### src/rtl/fetch_unit.sv
// Instruction-fetch front end: PC register, BIOS/IMEM addressing, flush and stall hold.
// Optional macro FETCH_PERF_CNT_EN adds fetch_cnt/kill_cnt performance counters.
module fetch_unit #(
  parameter logic [31:0] RESET_PC = 32'h4000_0000,
  parameter int          BIOS_AW  = 12,
  parameter int          IMEM_AW  = 14,
  parameter logic [31:0] NOP_INST = 32'h0000_0013
) (
  input  logic               clk,
  input  logic               rst,
  input  logic               stall,
  input  logic [2:0]         PC_sel,
  input  logic [31:0]        alu_target,
  input  logic [31:0]        jal_target,
  input  logic [31:0]        bios_dout,
  input  logic [31:0]        imem_dout,
  output logic [BIOS_AW-1:0] bios_addr,
  output logic [IMEM_AW-1:0] imem_addr,
  output logic [31:0]        fetch_PC,
  output logic [31:0]        instruction,
  output logic               inst_valid,
  output logic               fetch_fault
`ifdef FETCH_PERF_CNT_EN
  ,
  output logic [31:0]        fetch_cnt,
  output logic [31:0]        kill_cnt
`endif
);

  typedef enum logic [1:0] {BOOT, RUN, FLUSH} state_t;

  state_t      state_q, state_d;
  logic [31:0] pc_q, pc_d;
  logic [31:0] resp_q, resp_d;
  logic [31:0] hold_q, hold_d;
  logic        stalled_q, stalled_d;
  logic        valid_q, valid_d;
  logic        fault_q, fault_d;
  logic        redirect;
  logic        pc_mapped;
  logic [31:0] pc_next;
  logic [31:0] live_inst;

  assign bios_addr = pc_q[BIOS_AW+1:2];
  assign imem_addr = pc_q[IMEM_AW+1:2];
  assign fetch_PC  = resp_q;
  assign inst_valid  = valid_q;
  assign fetch_fault = fault_q;
  // After the first stalled cycle the memories show mem[PC_reg], not the presented slot.
  assign instruction = stalled_q ? hold_q : live_inst;

  always_comb begin
    pc_next  = pc_q + 32'd4;
    redirect = 1'b0;
    case (PC_sel)
      3'd0: begin
        pc_next  = RESET_PC;
        redirect = 1'b1;
      end
      3'd3: begin
        pc_next  = alu_target & ~32'd1;
        redirect = 1'b1;
      end
      3'd4: begin
        pc_next  = jal_target;
        redirect = 1'b1;
      end
      default: pc_next = pc_q + 32'd4;
    endcase
  end

  always_comb begin
    pc_mapped = (pc_q[31:28] == 4'b0100) || (pc_q[31:28] == 4'b0001);
    live_inst = NOP_INST;
    if (valid_q) begin
      if (resp_q[31:28] == 4'b0100) live_inst = bios_dout;
      else                          live_inst = imem_dout;
    end
  end

  always_comb begin
    pc_d      = pc_q;
    resp_d    = resp_q;
    state_d   = state_q;
    valid_d   = valid_q;
    fault_d   = fault_q;
    stalled_d = stall;
    hold_d    = hold_q;
    if (stall && !stalled_q) hold_d = live_inst;
    if (!stall) begin
      pc_d    = pc_next;
      resp_d  = pc_q;
      state_d = redirect ? FLUSH : RUN;
      valid_d = (state_d == RUN) && pc_mapped;
      fault_d = !pc_mapped;
    end
  end

  always_ff @(posedge clk or posedge rst) begin
    if (rst) begin
      state_q   <= BOOT;
      pc_q      <= RESET_PC;
      resp_q    <= RESET_PC;
      hold_q    <= NOP_INST;
      stalled_q <= 1'b0;
      valid_q   <= 1'b0;
      fault_q   <= 1'b0;
    end else begin
      state_q   <= state_d;
      pc_q      <= pc_d;
      resp_q    <= resp_d;
      hold_q    <= hold_d;
      stalled_q <= stalled_d;
      valid_q   <= valid_d;
      fault_q   <= fault_d;
    end
  end

`ifdef FETCH_PERF_CNT_EN
  logic [31:0] fetch_cnt_q, fetch_cnt_d;
  logic [31:0] kill_cnt_q, kill_cnt_d;

  always_comb begin
    fetch_cnt_d = fetch_cnt_q;
    kill_cnt_d  = kill_cnt_q;
    if (valid_q && !stall)              fetch_cnt_d = fetch_cnt_q + 32'd1;
    if ((state_q == FLUSH) && !stall)   kill_cnt_d  = kill_cnt_q + 32'd1;
  end

  always_ff @(posedge clk or posedge rst) begin
    if (rst) begin
      fetch_cnt_q <= '0;
      kill_cnt_q  <= '0;
    end else begin
      fetch_cnt_q <= fetch_cnt_d;
      kill_cnt_q  <= kill_cnt_d;
    end
  end

  assign fetch_cnt = fetch_cnt_q;
  assign kill_cnt  = kill_cnt_q;
`endif

endmodule

### config.mk
export PLATFORM = sky130hd
export DESIGN_NAME = fetch_unit
export DESIGN_NICKNAME = d
export VERILOG_FILES = /design/src/rtl/fetch_unit.sv
export SDC_FILE = /design/constraint.sdc
export NUM_CORES = 1
export LEC_CHECK = 0
export BUFFER_PORTS_ARGS = -buffer_cell sky130_fd_sc_hd__buf_2
export CORE_UTILIZATION = 35
export DETAILED_ROUTE_END_ITERATION = 8
export SYNTH_ARGS = -nofsm -noshare
export SYNTH_HDL_FRONTEND = slang
export SYNTH_SLANG_ARGS = --single-unit
### constraint.sdc
create_clock -name clk -period 4.7 [get_ports clk]
set_input_delay 0.47 -clock clk [delete_from_list [all_inputs] [get_ports clk]]
set_output_delay 0.47 -clock clk [all_outputs]
set_load 0.01 [all_outputs]
==> reports/qor.csv <==
stage,metric,value,unit
synth,Synth Area in Adders,0.002206,
timing,RSZ-0062 raised after global routing,false,
setup_path,"Data arrival, critical path",2330,ps
synth,most common library cells after synthesis,"nand2_1 (124), o21ai_0 (101), dfrtp_1 (94), mux2_2 (51), clkbuf_1 (29)",
timing,Slew HR,0.2664,
detailed_routing,Routed Wire Length,15100,um
pwr,pwr dens,341.1,nW/um^2
setup_path,CP max FO,32,
timing,setup TNS,0,ps
synth,async set or reset register ratio after synthesis,1.000,
clocking,"Reg clk slew, reported paths",70,ps
grt,vias in the first global route,4582,
setup_path,CP Capture Type,primary output,
setup_path,crit-path cells,nor4b_4 > buf_4 > mux2i_1 > nand2_1 > mux2_2 > buf_2,
clocking,worst skew pair latency,360,ps
synth,"Distinct cells, synth",51,
detailed_routing,First-pass DRT Iterations,5,
pwr,Worst VDD drop,0.0001736,V
floorplan,Die Wd,129.3,um
final_layout,share of layout cells above drive strength 1,0.3885,
timing,Final Max Tran Viols,0,
setup_path,Setup Crit Path Kind,register to primary output,
floorplan,die area,16720,um^2
clocking,CTS Sinks,99,
timing,min Tclk post-route,2799,ps
pwr,Leakage,3.269,nW
clocking,Post-CTS Resized,0,
timing,worst clock skew,9.710,ps
synth,number of synthesized flops with an enable pin,0,
setup_path,worst setup path startpoint,fetch_PC[30],
job,Max-Cap Viols,0,
setup_path,CP max stage cell,dfstp_2,
detailed_routing,Detail Route Antenna Nets,0,
grt,initial antenna violation count,0,
synth,Synthesis Warnings,0,
floorplan,Die Height,129.3,um
timing,final hold violations,0,
timing,fmax,357.3,MHz
clocking,H-tree Lvls,3,
synth,simple logic cell fraction of the synthesized area,0.1496,
synth,Syn Area/Cell,9.060,um^2
detailed_routing,Vias per Instance,5.040,
clocking,cts bufs inserted,9,
timing,Tightest Pin Transition,1100,ps
setup_path,Reg-to-Reg Start,stalled_q,
detailed_routing,residual DRC count,0,
detailed_routing,average wire per standard cell,14.90,um
pwr,Flop pwr share,0.462,
synth,most common cell in the netlist,nand2_1,
pwr,switching share of power,0.3145,
grt,grt total ovfl,0,
grt,largest net degree at the start of global routing,75,
timing,final setup violation count,0,
synth,"Top FF cell, synth",dfrtp_1,
final_layout,number of nets in the layout,928,
synth,Synth top area share,0.4147,
setup_path,worst path required time,4230,ps
clocking,root buf cell,clkbuf_16,
pwr,combinational fraction of design power,0.230,
final_layout,Syn-to-layout area delta,23.71,%
detailed_routing,via count,5111,
synth,largest area contributor in the netlist,dfrtp_1,
pwr,switching power total,0.7528,mW
timing,final period utilization,0.5955,
clocking,CTS tree,built,
synth,Synth Register Bits,99,
synth,largest family of logic cells by synthesized area,compound AO/OA/AOI/OAI gates,
grt,first-pass GRT wire length,23690,um
final_layout,fin util,0.4433,
floorplan,Starting Density,0.3583,
floorplan,FP Rows,46,
clocking,Post-CTS Setup Repair Bufs,0,
floorplan,# IOs,226,
synth,syn_nets,761,
floorplan,CORE AREA,15830,um^2
pwr,Int Pwr,1.641,mW
detailed_routing,initial DRC count,243,
synth,"Seq/Total Area, Yosys",0.4379,
placed_design,I/O Buffers,224,
placed_design,GPL Wtd Cong,0.7655,
setup_path,Setup crit start kind,register,
clocking,hold buffers post-CTS,0,
synth,Compound-Gate Fraction of Synth Area,0.1981,
synth,Synth area leaders,"dfrtp_1 (41%), mux2_2 (10%), o21ai_0 (8.9%)",
min_path,HP Class,primary input to asynchronous set/reset pin,
synth,Netlist Area Pre-Place,5672,um^2
outcome,status,completed,
setup_path,peak per-stage delay on the critical path,550,ps
clocking,clk buf depth,2,
grt,Tot GR Track Use,0.1832,
synth,mux share of post-synthesis cell area,0.1293,
pwr,Clk pwr share,0.307,
placed_design,Post-DP HPWL,10480,um
synth,Mapped Cells,626,
final_layout,Antenna Cells,0,
synth,xor and xnor fraction of the mapped netlist area,0.001544,
==> area by class of cell <==
class	count	area [um^2]
inverters	13	51.30
well taps	216	270.3
multi-input cells	438	2734
clock buffers	13	270.3
fillers	1557	8811
flip-flops and latches	99	2485
repair buffers	232	1184
clock inverters	3	22.52
==> layer usage <==
metal  vias up  global-route usage  routed length [um]
li1       2554                   -                   -
met3        11             0.05037                1087
met1      2372              0.2438                6980
met5         -                   0                   0
met2       174              0.2900                6855
met4         0             0.05536                 181
==> sequential cells by signal, indices dropped and copies added (netlist names) <==
signal / cells
pc_q: 32
inst_valid: 1
hold_q: 32
fetch_PC: 32
stalled_q: 1
fetch_fault: 1
==> cell usage in the layout, fill, tap and decap left out, types with 2 or more instances in the layout <==
master	count
a41oi_1	3
nand2_1	124
a2bb2oi_1	6
dfrtp_1	93
mux2_2	51
and3_1	9
a222oi_1	5
nor2_1	16
nor2b_1	2
clkinvlp_4	3
nor4_1	3
nand4_1	9
inv_1	12
o31a_1	5
o21ai_1	5
dfstp_2	5
a221oi_1	15
a22o_1	3
mux2_1	7
clkbuf_16	9
a31oi_1	8
a22oi_1	8
a21oi_1	11
nor3_1	2
clkbuf_8	3
o22ai_1	3
nand3_1	11
a221o_1	2
o21ai_0	101
buf_2	223
mux2i_1	8
buf_4	9
==> kinds of logic after synthesis <==
| kind of cell | count (synthesis) |
|---|---|
| compound gates | 182 |
| mux | 66 |
| fa+ha+maj | 1 |
| xor+xnor | 1 |
| flops | 99 |
| simple gates | 188 |
| buf+inv | 89 |
==> power by group through the flow <==
stage | Combinational, mW | Sequential (mW) | Clock (mW)
after detailed placement | 0.558 | 1.12 | 0
after global routing | 0.613 | 1.13 | 0.797
after floorplan | 0.380 | 1.10 | 0
final | 0.552 | 1.11 | 0.736
after CTS | 0.559 | 1.11 | 0.755
after global placement | 0.555 | 1.12 | 0
==> through the flow <==
step | setup slack, ps | power, mW | area (um^2) | hold slack [ps] | std cells
2_1_floorplan | 1648 | 1.482 | 5672 | 446.0 | 626
3_3_place_gp | 2057 | 1.673 | 6724 | 463.1 | 998
3_5_place_dp | 2029 | 1.679 | 6724 | 470.1 | 998
4_1_cts | 1889 | 2.421 | 7017 | 362.0 | 1014
5_1_grt | 1790 | 2.540 | 7017 | 353.4 | 1014
6_report | 1901 | 2.394 | 7017 | 316.0 | 1014
==> worst paths after layout <==
path / end / slack [ps] / cells past startpoint
max: instruction[0] / 1900 / 6
min in group clk: pc_q[0] / 380 / 2
max in group asynchronous: pc_q[24] / 3490 / 3
min: hold_q[25] / 320 / 2
min reg2reg: hold_q[13] / 480 / 2
max reg2reg: hold_q[1] / 2320 / 2
==> worst max-delay path: cells and delay by family, from the launching register on <==
family / cells / cell delay, ps
mux: 2 / 580
buf+inv: 2 / 560
simple gates: 2 / 270
flops: 1 / 550
Power figures use the tool's default switching activity.
